### src/rtl/cache_repl_pkg.sv
// Shared types and tree-PLRU helpers for the cache replacement controller.
package cache_repl_pkg;

    typedef enum logic [1:0] {
        INIT,
        IDLE,
        WAIT
    } repl_state_e;

    // Victim way of a tree-PLRU entry; entries are carried as 3 bits, 2-way uses s[0] only.
    function automatic logic [1:0] plru_victim(input logic [2:0] s, input int unsigned assoc);
        logic [1:0] v;
        if (assoc == 2) begin
            v = {1'b0, s[0]};
        end else begin
            v = s[2] ? {1'b1, s[0]} : {1'b0, s[1]};
        end
        return v;
    endfunction

    // Entry after an access to 'way': bits on the accessed path point away from it.
    function automatic logic [2:0] plru_touch(input logic [2:0] s, input logic [1:0] way,
                                              input int unsigned assoc);
        logic [2:0] n;
        n = s;
        if (assoc == 2) begin
            n[0] = ~way[0];
        end else begin
            case (way)
                2'd3:    begin n[2] = 1'b0; n[0] = 1'b0; end
                2'd2:    begin n[2] = 1'b0; n[0] = 1'b1; end
                2'd1:    begin n[2] = 1'b1; n[1] = 1'b0; end
                default: begin n[2] = 1'b1; n[1] = 1'b1; end
            endcase
        end
        return n;
    endfunction

    // Lowest-index invalid way as {found, way}.
    function automatic logic [2:0] first_invalid(input logic [3:0] valid);
        logic [2:0] r;
        r = '0;
        for (int unsigned i = 0; i < 4; i++) begin
            if (!valid[i] && !r[2]) begin
                r = {1'b1, 2'(i)};
            end
        end
        return r;
    endfunction

endpackage

### src/rtl/cache_repl_ctrl_plru_tree_fn.sv
// Combinational tree-PLRU decode/update for one table entry.
module plru_tree_fn
    import cache_repl_pkg::*;
#(
    parameter int unsigned ASSOC_NUM = 4,
    localparam int unsigned WAY_W = $clog2(ASSOC_NUM),
    localparam int unsigned TB_W  = ASSOC_NUM - 1
) (
    input  logic [TB_W-1:0]      entry,
    input  logic [ASSOC_NUM-1:0] access,
    output logic [TB_W-1:0]      next_entry,
    output logic [WAY_W-1:0]     victim
);

    logic [1:0] idx;
    logic [2:0] s;

    // Convert the one-hot access to an index, then decode and update the tree.
    always_comb begin
        idx = '0;
        for (int unsigned i = 0; i < ASSOC_NUM; i++) begin
            if (access[i]) begin
                idx = 2'(i);
            end
        end
        s          = 3'(entry);
        next_entry = TB_W'(plru_touch(s, idx, ASSOC_NUM));
        victim     = WAY_W'(plru_victim(s, ASSOC_NUM));
    end

endmodule

### src/rtl/cache_repl_ctrl.sv
// Replacement controller: per-set tree-PLRU table, victim selection, refill handshake.
module cache_repl_ctrl
    import cache_repl_pkg::*;
#(
    parameter int unsigned SET_NUM   = 64,
    parameter int unsigned ASSOC_NUM = 4,
    localparam int unsigned IDX_W = $clog2(SET_NUM),
    localparam int unsigned WAY_W = $clog2(ASSOC_NUM)
) (
    input  logic                 clk,
    input  logic                 reset,
    input  logic                 flush,
    input  logic                 req_valid,
    output logic                 req_ready,
    input  logic [IDX_W-1:0]     req_set,
    input  logic                 req_hit,
    input  logic [ASSOC_NUM-1:0] req_hit_way,
    input  logic [ASSOC_NUM-1:0] req_line_valid,
    output logic                 vic_valid,
    output logic [IDX_W-1:0]     vic_set,
    output logic [WAY_W-1:0]     vic_way,
    input  logic                 refill_done
);

    localparam int unsigned TB_W = ASSOC_NUM - 1;

    repl_state_e          state, state_nxt;
    logic [TB_W-1:0]      plru_tbl [SET_NUM];
    logic [IDX_W-1:0]     cnt;

    logic [IDX_W-1:0]     rd_set;
    logic [TB_W-1:0]      rd_entry;
    logic [ASSOC_NUM-1:0] acc;
    logic [TB_W-1:0]      tree_next;
    logic [WAY_W-1:0]     tree_victim;
    logic [3:0]           valid_pad;
    logic [2:0]           fi;
    logic [WAY_W-1:0]     miss_way;

    logic                 tbl_we;
    logic [IDX_W-1:0]     tbl_widx;
    logic [TB_W-1:0]      tbl_wdata;
    logic                 vic_load;
    logic                 cnt_clr;

    // One tree instance serves both paths: WAIT reads the pending set and touches
    // the victim, otherwise the looked-up set is read and touched with the hit way.
    always_comb begin
        rd_set   = (state == WAIT) ? vic_set : req_set;
        rd_entry = plru_tbl[rd_set];
        acc      = (state == WAIT) ? (ASSOC_NUM'(1) << vic_way) : req_hit_way;
        valid_pad = '1;
        valid_pad[ASSOC_NUM-1:0] = req_line_valid;
        fi       = first_invalid(valid_pad);
        miss_way = fi[2] ? WAY_W'(fi[1:0]) : tree_victim;
    end

    plru_tree_fn #(.ASSOC_NUM(ASSOC_NUM)) u_tree (
        .entry      (rd_entry),
        .access     (acc),
        .next_entry (tree_next),
        .victim     (tree_victim)
    );

    // Next-state and control decode.
    always_comb begin
        state_nxt = state;
        tbl_we    = 1'b0;
        tbl_widx  = rd_set;
        tbl_wdata = tree_next;
        vic_load  = 1'b0;
        cnt_clr   = 1'b0;
        req_ready = (state == IDLE);
        vic_valid = (state == WAIT);
        case (state)
            INIT: begin
                tbl_we    = 1'b1;
                tbl_widx  = cnt;
                tbl_wdata = '0;
                if (cnt == IDX_W'(SET_NUM - 1)) begin
                    state_nxt = IDLE;
                end
            end
            IDLE: begin
                if (flush) begin
                    state_nxt = INIT;
                    cnt_clr   = 1'b1;
                end else if (req_valid) begin
                    if (req_hit) begin
                        tbl_we = 1'b1;
                    end else begin
                        vic_load  = 1'b1;
                        state_nxt = WAIT;
                    end
                end
            end
            WAIT: begin
                if (refill_done) begin
                    tbl_we    = 1'b1;
                    state_nxt = IDLE;
                end
            end
            default: state_nxt = INIT;
        endcase
    end

    // State register.
    always_ff @(posedge clk) begin
        if (reset) begin
            state <= INIT;
        end else begin
            state <= state_nxt;
        end
    end

    // Sweep counter and pending victim registers.
    always_ff @(posedge clk) begin
        if (reset) begin
            cnt     <= '0;
            vic_set <= '0;
            vic_way <= '0;
        end else begin
            if (cnt_clr) begin
                cnt <= '0;
            end else if (state == INIT) begin
                cnt <= cnt + 1'b1;
            end
            if (vic_load) begin
                vic_set <= req_set;
                vic_way <= miss_way;
            end
        end
    end

    // PLRU table write port; contents are cleared by the INIT sweep, not by reset.
    always_ff @(posedge clk) begin
        if (tbl_we && !reset) begin
            plru_tbl[tbl_widx] <= tbl_wdata;
        end
    end

    hit_way_onehot: assert property (@(posedge clk) disable iff (reset)
        (req_valid && req_ready && req_hit) |-> $onehot(req_hit_way));

endmodule
### config.mk
export PLATFORM = sky130hd
export DESIGN_NAME = cache_repl_ctrl
export DESIGN_NICKNAME = d
export VERILOG_FILES = /design/src/rtl/cache_repl_pkg.sv /design/src/rtl/cache_repl_ctrl_plru_tree_fn.sv /design/src/rtl/cache_repl_ctrl.sv
export SDC_FILE = /design/constraint.sdc
export NUM_CORES = 1
export LEC_CHECK = 0
export ABC_AREA = 1
export CORE_ASPECT_RATIO = 1.5
export CORE_UTILIZATION = 50
export CTS_BUF_LIST = sky130_fd_sc_hd__clkbuf_4 sky130_fd_sc_hd__clkbuf_8
export DETAILED_ROUTE_END_ITERATION = 10
export MAX_ROUTING_LAYER = met4
export PLACE_DENSITY = 0.69
export SKIP_CTS_REPAIR_TIMING = 1
export SYNTH_ARGS = -nofsm -noshare
export SYNTH_HDL_FRONTEND = slang
export SYNTH_SLANG_ARGS = --single-unit
### constraint.sdc
create_clock -name clk -period 5.4 [get_ports clk]
set_input_delay 1.08 -clock clk [delete_from_list [all_inputs] [get_ports clk]]
set_output_delay 1.08 -clock clk [all_outputs]
set_load 0.03 [all_outputs]
* Yosys cells after proc, flatten, opt, wreduce, memory -nomap -nowiden *
Memory sizes are Yosys's and may differ from the RTL's.
Cells that the tools add are included.

storage, ports and cells
  flip-flop bits (word level) = 16
  bits in latches = 0
  bits in writable memories = 192
  memory bits (read-only) = 0
  bits of input ports = 20
  output and inout bits = 10
  word-level logic and storage cells = 67
  memories = 1

memory list
  name      words  width  rd ports  clocked after Yosys merged registers in  write ports  line                   RTL
  plru_tbl  64     3      1         0                                        1            cache_repl_ctrl.sv:28  logic [TB_W-1:0] plru_tbl [SET_NUM];

operators by class
  $add $sub $neg = 1
  multipliers = 0
  divide/modulo/power cells = 0
  $lt $le $gt $ge = 0
  equal/unequal tests = 10
  shift operators = 1
  mux-type cells = 35
  bitwise operators = 0
  reductions and logical operators = 15

operators by type and width
  operator               count
  $mux W2                9
  $mux W3                5
  $mux W1                14
  $mux W6                2
  $logic_not A1 Y1       7
  $add A6 B1 Y6 const B  1
  $eq A2 B2 Y1 const B   3
  $eq A6 B6 Y1 const B   1
  $ne A3 B3 Y1 const B   2
  $pmux W2 S3            1
  $eq A2 B1 Y1 const B   2
  $logic_and A1 B1 Y1    4
  $mux W4                1
  $pmux W1 S2            2
  $reduce_and A4 Y1      1
  $reduce_or A2 Y1       2
  $shl A1 B2 Y4 const A  1
  $pmux W1 S3            1
  $logic_not A2 Y1       1
  $ne A2 B1 Y1 const B   1
  $ne A2 B2 Y1 const B   1

* Logic depth before layout (Yosys ltp) *
Gate-level depths: netlist of the first run.

  depth after elaboration = 11
  gate-level depth with buffers = 18

* Hierarchy *
From an unflattened synthesis of the first run, not the netlist that was laid out.

second synthesis, totals
  cells, all modules = 1053
  area, all modules = 9689.3 um^2

modules (own cells, without submodules)
  module           times used  cells each  area each (um^2)
  cache_repl_ctrl  1           1042        9639.2
  plru_tree_fn     1           11          50.0

* Worst setup path before layout of the first run *
No wires, ideal clock.

  path type = in2reg
  start point = in req_hit_way[3]
  end point = mem plru_tbl[0][1] (netlist bit), data pin
  setup time = 0.356 ns
  data arrival time = 3.972 ns
  required time = 5.044 ns
  setup slack = 1.072 ns
  stages = 5
  buffers on the path = 0
  path through = a21oi_1 -> nand2_1 -> nor2_1 -> o21ai_0 -> nand2_1

on the way
  cells in the longest elaborated chain, start to end = 6
  elaborated cells on any way between the ends = 8

ends and longest elaborated chain
  element                     line                                RTL
  start: declaration          cache_repl_ctrl.sv:17               input logic [ASSOC_NUM-1:0] req_hit_way,
  $mux W4 *                   cache_repl_ctrl.sv:51               acc = (state == WAIT) ? (ASSOC_NUM'(1) << vic_way) : req_hit_way;
  $mux W2 *                   cache_repl_ctrl_plru_tree_fn.sv:22  if (access[i]) begin
  $eq A2 B2 Y1                cache_repl_pkg.sv:29                case (way)
  $reduce_or A2 Y1 (no line)  --
  $pmux W1 S2 *               cache_repl_pkg.sv:29
  $mux W3 *                   cache_repl_ctrl.sv:75               case (state)
  named net tbl_wdata[1]      cache_repl_ctrl.sv:42               logic [TB_W-1:0] tbl_wdata;
  end: declaration            cache_repl_ctrl.sv:28

The timed path passes the listed nets; every way through them passes the cells marked *.

* Worst setup path after layout of the first run *
  start point = in req_set[0]
  end point = mem plru_tbl[13][1] (netlist bit), data pin

on the way
  cells in the longest elaborated chain, start to end = 4

ends and longest elaborated chain
  element                 line                   RTL
  start: declaration      cache_repl_ctrl.sv:15  input logic [IDX_W-1:0] req_set,
  $mux W6                 cache_repl_ctrl.sv:49  rd_set = (state == WAIT) ? vic_set : req_set;
  $mem_v2 Z64 W3          --
  $pmux W1 S2             cache_repl_pkg.sv:29
  $mux W3                 cache_repl_ctrl.sv:75
  named net tbl_wdata[1]  cache_repl_ctrl.sv:42

The timed path passes the listed nets, and every way through them passes these cells.

==> impl_metrics.json, run 1 <==
{
  "finalHoldViolCount": 0,
  "setup_ws_ns": 1.48,
  "relSlewSlack_pct": 37.1,
  "initial_core_util_pct": 51.6,
  "cts_tree": "done",
  "slew_violations": 0,
  "cts-root-buf": "clkbuf_8",
  "combPwrFrac_pct": 6.5,
  "cts_buffers": 28,
  "fin_crit_sh_pct": 72.5,
  "p_leak_nw": 4.12,
  "antenna_found_initial": 0,
  "synth-seq-cells": 208,
  "syn_to_final_growth_pct": 12.6,
  "peakVddDrop_v": 0.000138,
  "grt_pass1_vias": 6556,
  "h-tree-depth": 1,
  "grt_pass1_wl_um": 34300,
  "setup_tns_ns": 0,
  "seq_area_frac_synth_pct": 65.2,
  "cp.arrival_ns": 4.19,
  "final_nets": 998,
  "cts.path.max_buffers": 3,
  "dp_slack_ns": 0.923,
  "die_area_sq_um": 19200,
  "drtPass1Iterations": 6,
  "core_area_sq_um": 18100,
  "synth_edf_count": 192,
  "crit_fanout": 37,
  "crit_type": "primary input to register",
  "required_ns": 5.68,
  "final_common_cell": "nand2_1",
  "io_buffers": 28,
  "status": "finished clean",
  "drv_cap": 0,
  "seq_power_share_pct": 55.6,
  "timing.fmax_ghz": 0.255,
  "rsz0062_at_grt": "no",
  "gp_congestion": 0.843,
  "synth-async-reset-ratio_pct": 0,
  "hold_path.class": "register to register",
  "most-common-layout-cells": "262 x nand2_1, 192 x edfxtp_1, 168 x nand3_1",
  "crit_path_end_kind": "register",
  "post-route-min-period_ns": 3.92,
  "clk_latency_ns": 0.54,
  "gr-total-overflow": 0,
  "cp-start-kind": "primary input",
  "wl_per_cell_um": 17.4,
  "pwr-share-clk_pct": 38.0,
  "worst_pin_slew_ns": 0.943,
  "p_sw_share_pct": 22.1,
  "finClkSkew_ns": 0.0144,
  "setup-violations-final": 0,
  "ys_types": 29,
  "die_w_um": 114,
  "rows": 60,
  "first_iter_violations": 669,
  "synth_ff_type": "edfxtp_1",
  "globalRouteTotalUtil_pct": 24.1,
  "clk_pin_slew_ns": 0.07,
  "synthesis.nets": 964,
  "cts.sinks": 208,
  "post-dp-hpwl_um": 13600,
  "ios": 30,
  "pwr_density_cell_nw_per_um2": 298,
  "power.switching_w": 0.000692,
  "routed_via_density": 5.34,
  "drc": 0,
  "postSynthCellCount": 943,
  "drive_gt1_share_pct": 9.21,
  "ant_nets": 0,
  "grt_max_degree": 65,
  "internal_power_w": 0.00244,
  "antenna_cells": 0,
  "vias": 6659,
  "drt_wl_total_um": 21700,
  "avgSynthCellArea_sq_um": 9.90,
  "ys_warn_count": 0,
  "netlist_area_sq_um": 9340,
  "die_h_um": 169
}
==> critical path: stages <==
cell and delay (ns):
clkdlybuf4s50_1 0.55, inv_1 0.06, nand2_1 0.10, nand2_2 0.37, buf_12 0.33, nand2_1 0.06, o21ai_0 0.08, nand2_1 0.06
nand3_1 0.09, nand3_1 0.16, nand3_1 0.15, nand3_1 0.10, nand2_1 0.09, nand3_1 0.09, nand2_2 0.29, buf_12 0.30
buf_4 0.18
==> power groups by stage <==
stage	clock network, W	logic [W]	registers (W)
floorplan	0	0.000131	0.00178
global placement	0	0.000198	0.00178
detailed placement	0	0.000200	0.00178
CTS	0.00121	0.000201	0.00174
global route	0.00128	0.000222	0.00174
finish	0.00119	0.000202	0.00174
==> metal layers <==
metal / vias up / track usage, % / share of wire, %
met2: 234 / 41.3 / 50
met5: - / - / 0
met1: 3140 / 29.1 / 41
li1: 3239 / - / -
met3: 46 / 2.57 / 5.9
met4: 0 / 9.90 / 3.5
==> registers in the layout, summed over array words and instances (netlist names) <==
register and flops:
vic_way 2, state 2, plru_tbl 192, vic_set 6
cnt 6
==> path summary, 6_finish.rpt <==
kind	from	endpoint	slack [ns]	cells after the start
setup / recovery	req_set[0]	plru_tbl[13][1]	1.48	17
hold / removal	cnt[3]	cnt[3]	0.48	2
setup reg to reg	state[1]	plru_tbl[13][1]	1.86	13
hold reg to reg	cnt[3]	cnt[3]	0.48	2
==> Yosys cell counts (all sizes together), types with 5 or more instances <==
cell type  number  area, sq um
nand4           8          100
a21oi          20          108
nor3            8         40.0
dfxtp          16          320
nand2         268         1030
edfxtp        192         5770
o21ai          18          105
inv           102          383
nand3         169          851
o211ai          5         37.5
clkbuf         13         48.8
nor2           84          315
buf            28          151
==> metrics by stage <==
stage | instances | hold slack, ns | utilization, % | cell area [sq um] | total power [W]
after floorplan | 943 | 0.453 | - | 9340 | 0.00191
after global placement | 1195 | 0.465 | 54.9 | 9940 | 0.00197
after detailed placement | 1195 | 0.475 | 54.9 | 9940 | 0.00198
after CTS | 1247 | 0.485 | 58.1 | 10500 | 0.00315
after global routing | 1247 | 0.518 | 58.1 | 10500 | 0.00325
final | 1247 | 0.483 | 58.1 | 10500 | 0.00313
==> final cells by class <==
type / instances / area, sq um
multi-input combinational: 592 / 2700
inverter: 102 / 383
sequential: 208 / 6090
fill: 1536 / 7570
clock buffer: 43 / 542
tap: 248 / 310
timing repair buffer: 45 / 458
clock inverter: 9 / 38.8
==> cell families after synthesis <==
kind of cell	share of synthesized area, %
simple gates	25.3
buf+inv	6.24
xor+xnor	0.0938
flops	65.2
fa+ha+maj	0.134
compound gates	3.12
(Power assumes the default switching activity.)
==> run 2, diff against run 1 <==
--- a/config.mk
+++ b/config.mk
@@ -11,7 +11,7 @@
 export CTS_BUF_LIST = sky130_fd_sc_hd__clkbuf_4 sky130_fd_sc_hd__clkbuf_8
 export DETAILED_ROUTE_END_ITERATION = 10
 export MAX_ROUTING_LAYER = met4
-export PLACE_DENSITY = 0.69
+export PLACE_DENSITY = 0.72
 export SKIP_CTS_REPAIR_TIMING = 1
 export SYNTH_ARGS = -nofsm -noshare
 export SYNTH_HDL_FRONTEND = slang
==> constraint.sdc (replaced) <==
create_clock -name clk -period 3.4 [get_ports clk]
set_input_delay 0.68 -clock clk [delete_from_list [all_inputs] [get_ports clk]]
set_output_delay 0.68 -clock clk [all_outputs]
set_load 0.03 [all_outputs]
==> impl_metrics.json, run 2 (synthesis gave the netlist of run 1 again) <==
{
  "status": "finished clean",
  "max_stage_delay_ns": 0.54,
  "drive_gt1_share_pct": 10.0,
  "cts_buffers": 28,
  "io_buffers": 28,
  "peakVddDrop_v": 0.000195,
  "grt_pass1_vias": 6535,
  "h-tree-depth": 1,
  "cp_top_family": "simple AND/OR/NAND/NOR gates",
  "fin_crit_sh_pct": 88.5,
  "dpl_cell_area_sq_um": 10100,
  "crit_path_end_kind": "register",
  "die_area_sq_um": 19200,
  "p_sw_share_pct": 22.5,
  "use_met3_pct": 3.25,
  "relSlewSlack_pct": 59.1,
  "antenna_cells": 0,
  "finalHoldViolCount": 0,
  "dp_cells": 1207,
  "cts.sinks": 208,
  "final_nets": 1010,
  "worst_pin_slew_ns": 0.612,
  "setup_tns_ns": 0,
  "final_core_util_pct": 58.7,
  "cts_tree": "done",
  "cp_cell_sequence": "nand2_4, inv_2, nand2_1, nand2_1, buf_12, a21oi_2, inv_1, nand4_2, nor2_1",
  "finClkSkew_ns": 0.0131,
  "core_area_sq_um": 18100,
  "antenna_found_initial": 0,
  "path_buf_inv": 3,
  "pwr-share-clk_pct": 37.3,
  "routed_via_density": 5.38,
  "hold_path.class": "register to register",
  "worstRegToRegCells": 9,
  "die_h_um": 169,
  "met2_usage_pct": 42.2,
  "cp_slowest_cell": "dfxtp_1",
  "initial_core_util_pct": 51.6,
  "syn_to_final_growth_pct": 13.7,
  "cts-root-buf": "clkbuf_8",
  "globalRouteTotalUtil_pct": 23.8,
  "ant_nets": 0,
  "ios": 30,
  "post-dp-hpwl_um": 13700,
  "drv_cap": 0,
  "most-common-layout-cells": "262 x nand2_1, 192 x edfxtp_1, 168 x nand3_1",
  "largest_reg_flops": 192,
  "cpMostUsedCell": "nand2_1",
  "setup-violations-final": 0,
  "crit_type": "register to register",
  "total_power_w": 0.00495,
  "fillers": 1504,
  "cp.arrival_ns": 3.23,
  "clk_latency_ns": 0.55,
  "post-route-min-period_ns": 3.01,
  "internal_power_w": 0.00383,
  "cp-start-kind": "register",
  "final_common_cell": "nand2_1",
  "pwr_density_cell_nw_per_um2": 466,
  "grt_busiest_layer": "met2",
  "gr-total-overflow": 0,
  "combPwrFrac_pct": 6.8,
  "vias": 6758,
  "required_ns": 3.62,
  "met1_usage_pct": 26.6,
  "drtPass1Iterations": 5,
  "die_w_um": 114,
  "instances_no_fill": 1257,
  "rows": 60,
  "hold_depth": 2,
  "rsz0062_at_grt": "no",
  "wl_per_cell_um": 17.4,
  "drt_wl_total_um": 21900,
  "grt_max_degree": 53,
  "timing.fmax_ghz": 0.332,
  "drc": 0,
  "first_iter_violations": 683,
  "grt_pass1_wl_um": 33600,
  "fin_area_sq_um": 10600,
  "largest_register": "plru_tbl",
  "cts.path.max_buffers": 3,
  "gp_congestion": 0.857,
  "clk_pin_slew_ns": 0.07,
  "path_depth": 9,
  "power.switching_w": 0.00111,
  "reg_top3": "plru_tbl: 192 flops, cnt: 6 flops, vic_set: 6 flops",
  "crit_fanout": 49,
  "slew_violations": 0,
  "seq_power_share_pct": 55.9,
  "p_leak_nw": 4.18
}
run 2: final timing paths:
| check | start | end | slack (ns) |
|---|---|---|---|
| min | cnt[3] | cnt[3] | 0.49 |
| max | state[1] | plru_tbl[19][0] | 0.39 |
| max reg2reg | state[1] | plru_tbl[19][0] | 0.39 |
| min reg2reg | cnt[3] | cnt[3] | 0.49 |
run 2: worst reg2reg max path, delay by kind of cell (launching register included):
kind,cells,cell delay [ns]
flops,1,0.54
compound gates,1,0.17
simple gates,5,1.35
buf+inv,3,0.63
run 2: layout make-up:
type / instances / area [sq um] / area share [%]
tap: 248 / 310 / 2.92
timing repair buffer: 57 / 598 / 5.63
multi-input combinational: 592 / 2700 / 25.4
inverter: 102 / 383 / 3.61
sequential: 208 / 6090 / 57.3
clock buffer: 37 / 459 / 4.32
clock inverter: 13 / 82.6 / 0.778
run 2: power by group through the flow:
stage	sequential (W)	combinational [W]	clock (W)
CTS	0.00277	0.000335	0.00186
detailed placement	0.00282	0.000332	0
floorplan	0.00282	0.000208	0
global placement	0.00282	0.000327	0
finish	0.00277	0.000337	0.00184
global route	0.00276	0.000367	0.00197
run 2: per-stage QoR:
stage	setup slack, ns	hold WS [ns]
final	0.390	0.487
after global routing	0.244	0.510
after CTS	0.467	0.486
after detailed placement	0.122	0.476
after global placement	0.147	0.460
after floorplan	0.0441	0.453
run 2: routing by layer:
| layer | share of wire, % | vias up |
|---|---|---|
| met5 | 0 | - |
| met4 | 3.7 | 0 |
| met3 | 5.9 | 60 |
| met2 | 52 | 240 |
| met1 | 39 | 3199 |
| li1 | - | 3259 |
==> run 3, diff against run 2 <==
--- a/config.mk
+++ b/config.mk
@@ -9,10 +9,12 @@
 export CORE_ASPECT_RATIO = 1.5
 export CORE_UTILIZATION = 50
 export CTS_BUF_LIST = sky130_fd_sc_hd__clkbuf_4 sky130_fd_sc_hd__clkbuf_8
+export CTS_CLUSTER_DIAMETER = 80
 export DETAILED_ROUTE_END_ITERATION = 10
 export MAX_ROUTING_LAYER = met4
-export PLACE_DENSITY = 0.72
+export PLACE_DENSITY = 0.69
 export SKIP_CTS_REPAIR_TIMING = 1
+export SKIP_LAST_GASP = 1
 export SYNTH_ARGS = -nofsm -noshare
 export SYNTH_HDL_FRONTEND = slang
 export SYNTH_SLANG_ARGS = --single-unit
==> constraint.sdc (replaced) <==
create_clock -name clk -period 3.68 [get_ports clk]
set_input_delay 0.736 -clock clk [delete_from_list [all_inputs] [get_ports clk]]
set_output_delay 0.736 -clock clk [all_outputs]
set_load 0.03 [all_outputs]
==> impl_metrics.json, run 3 (synthesis gave the netlist of run 1 again) <==
{
  "initial_core_util_pct": 51.6,
  "gr-total-overflow": 0,
  "grt_pass1_vias": 6526,
  "path_buf_inv": 3,
  "gp_congestion": 0.851,
  "crit_path_end_kind": "register",
  "io_buffers": 28,
  "finClkSkew_ns": 0.0347,
  "status": "finished clean",
  "clk_pin_slew_ns": 0.06,
  "syn_to_final_growth_pct": 15.0,
  "die_h_um": 169,
  "cp_top_family": "simple AND/OR/NAND/NOR gates",
  "drt_wl_total_um": 22000,
  "dp_slack_ns": 0.0634,
  "holdPathEnd": "cnt[3]",
  "setup-violations-final": 0,
  "final_nets": 1017,
  "post-route-min-period_ns": 3.14,
  "setup_ws_ns": 0.539,
  "worstRegToRegCells": 13,
  "globalRouteTotalUtil_pct": 24.3,
  "peakVddDrop_v": 0.000209,
  "fin_crit_sh_pct": 85.4,
  "finalHoldViolCount": 0,
  "rows": 60,
  "dp_cells": 1213,
  "cts_buffers": 29,
  "cp_slowest_cell": "dfxtp_1",
  "cts-root-buf": "clkbuf_8",
  "reg2reg_from": "state[1]",
  "grt_max_degree": 65,
  "core_area_sq_um": 18100,
  "setup_tns_ns": 0,
  "die_w_um": 114,
  "cts_tree": "done",
  "wl_per_cell_um": 17.4,
  "drtPass1Iterations": 5,
  "dpl_cell_area_sq_um": 10200,
  "cpMostUsedCell": "nand3_1",
  "crit_type": "register to register",
  "max_stage_delay_ns": 0.49,
  "die_area_sq_um": 19200,
  "vias": 6742,
  "crit_fanout": 27,
  "slew_violations": 0,
  "r2r_setup_slack_ns": 0.54,
  "reg_top3": "plru_tbl: 192 flops, cnt: 6 flops, vic_set: 6 flops",
  "path_depth": 13,
  "ios": 30,
  "min_from": "cnt[3]",
  "fin_area_sq_um": 10700,
  "h-tree-depth": 1,
  "post-dp-hpwl_um": 14000,
  "cp-start-kind": "register",
  "clk_latency_ns": 0.57,
  "routed_via_density": 5.33,
  "drive_gt1_share_pct": 10.5,
  "timing.fmax_ghz": 0.318,
  "cp.arrival_ns": 3.42,
  "ant_nets": 0,
  "hold_depth": 2,
  "largest_reg_flops": 192,
  "final_common_cell": "nand2_1",
  "antenna_cells": 0,
  "worst_pin_slew_ns": 0.706,
  "hold_path.class": "register to register",
  "cp_cell_sequence": "nand3_2, nand2_4, buf_12, o21ai_0, nand2_1, nand3_1, nand3_1, nand3_1, nand3_1, nand3_1, nand3_1, clkinv_1, buf_4",
  "r2r_end": "plru_tbl[45][0]",
  "relSlewSlack_pct": 53.0,
  "required_ns": 3.96,
  "drc": 0,
  "pwr_density_cell_nw_per_um2": 436,
  "largest_register": "plru_tbl",
  "drv_cap": 0,
  "cts.path.max_buffers": 3,
  "most-common-layout-cells": "262 x nand2_1, 192 x edfxtp_1, 168 x nand3_1",
  "rsz0062_at_grt": "no",
  "instances_no_fill": 1264,
  "cts.sinks": 208,
  "grt_pass1_wl_um": 34200,
  "first_iter_violations": 518,
  "antenna_found_initial": 0,
  "p_leak_nw": 4.22
}
## run 3: changes by cell type in the layout (fill, tap and decap cells not counted), sizes merged
cell      before  now
clkinvlp       0    2
inv          102  101
clkinv        12    9
buf           29   35
bufinv         1    2
clkbuf        37   39
## run 3: final cells by class
cell class	count	area [sq um]
sequential	208	6090
fill	1549	7350
timing repair buffer	63	681
multi-input combinational	592	2700
tap	248	310
clock buffer	39	474
clock inverter	12	106
inverter	102	383
## run 3: metal layers
layer	track usage (%)	vias up	part of all wire (%)
li1	-	3273	-
met1	27.5	3197	39
met2	43.4	216	51
met3	2.64	56	5.8
met4	9.95	0	3.8
met5	-	-	0
## run 3: how the worst max path moves through the flow
stage	start	end	slack (ns)
after global routing	state[1]	plru_tbl[62][0]	0.29
after global placement	req_set[0]	plru_tbl[45][0]	0.08
after floorplan	state[1]	plru_tbl[0][1]	0.32
after CTS	state[1]	plru_tbl[48][0]	0.55
final	state[1]	plru_tbl[45][0]	0.54
after detailed placement	req_set[0]	plru_tbl[45][0]	0.06
## run 3: power breakdown
part / switching [W] / internal [W] / total (W)
combinational: 0.000205 / 0.000115 / 0.000319
sequential: 0.00000348 / 0.00255 / 0.00256
clock: 0.000832 / 0.000973 / 0.00181
total: 0.00104 / 0.00364 / 0.00468
## run 3: metrics by stage
step / total power [W] / utilization (%) / hold WS [ns]
2_1_floorplan: 0.00280 / - / 0.453
3_3_place_gp: 0.00292 / 56.2 / 0.465
3_5_place_dp: 0.00292 / 56.2 / 0.478
4_1_cts: 0.00471 / 59.4 / 0.485
5_1_grt: 0.00483 / 59.4 / 0.510
6_report: 0.00468 / 59.4 / 0.483
## run 3: worst register-to-register path, cell delays in order, from the launching register on
cell	delay, ns
dfxtp_1	0.49
nand3_2	0.31
nand2_4	0.28
buf_12	0.21
o21ai_0	0.10
nand2_1	0.07
nand3_1	0.10
nand3_1	0.12
nand3_1	0.12
nand3_1	0.13
nand3_1	0.08
nand3_1	0.07
clkinv_1	0.41
buf_4	0.37
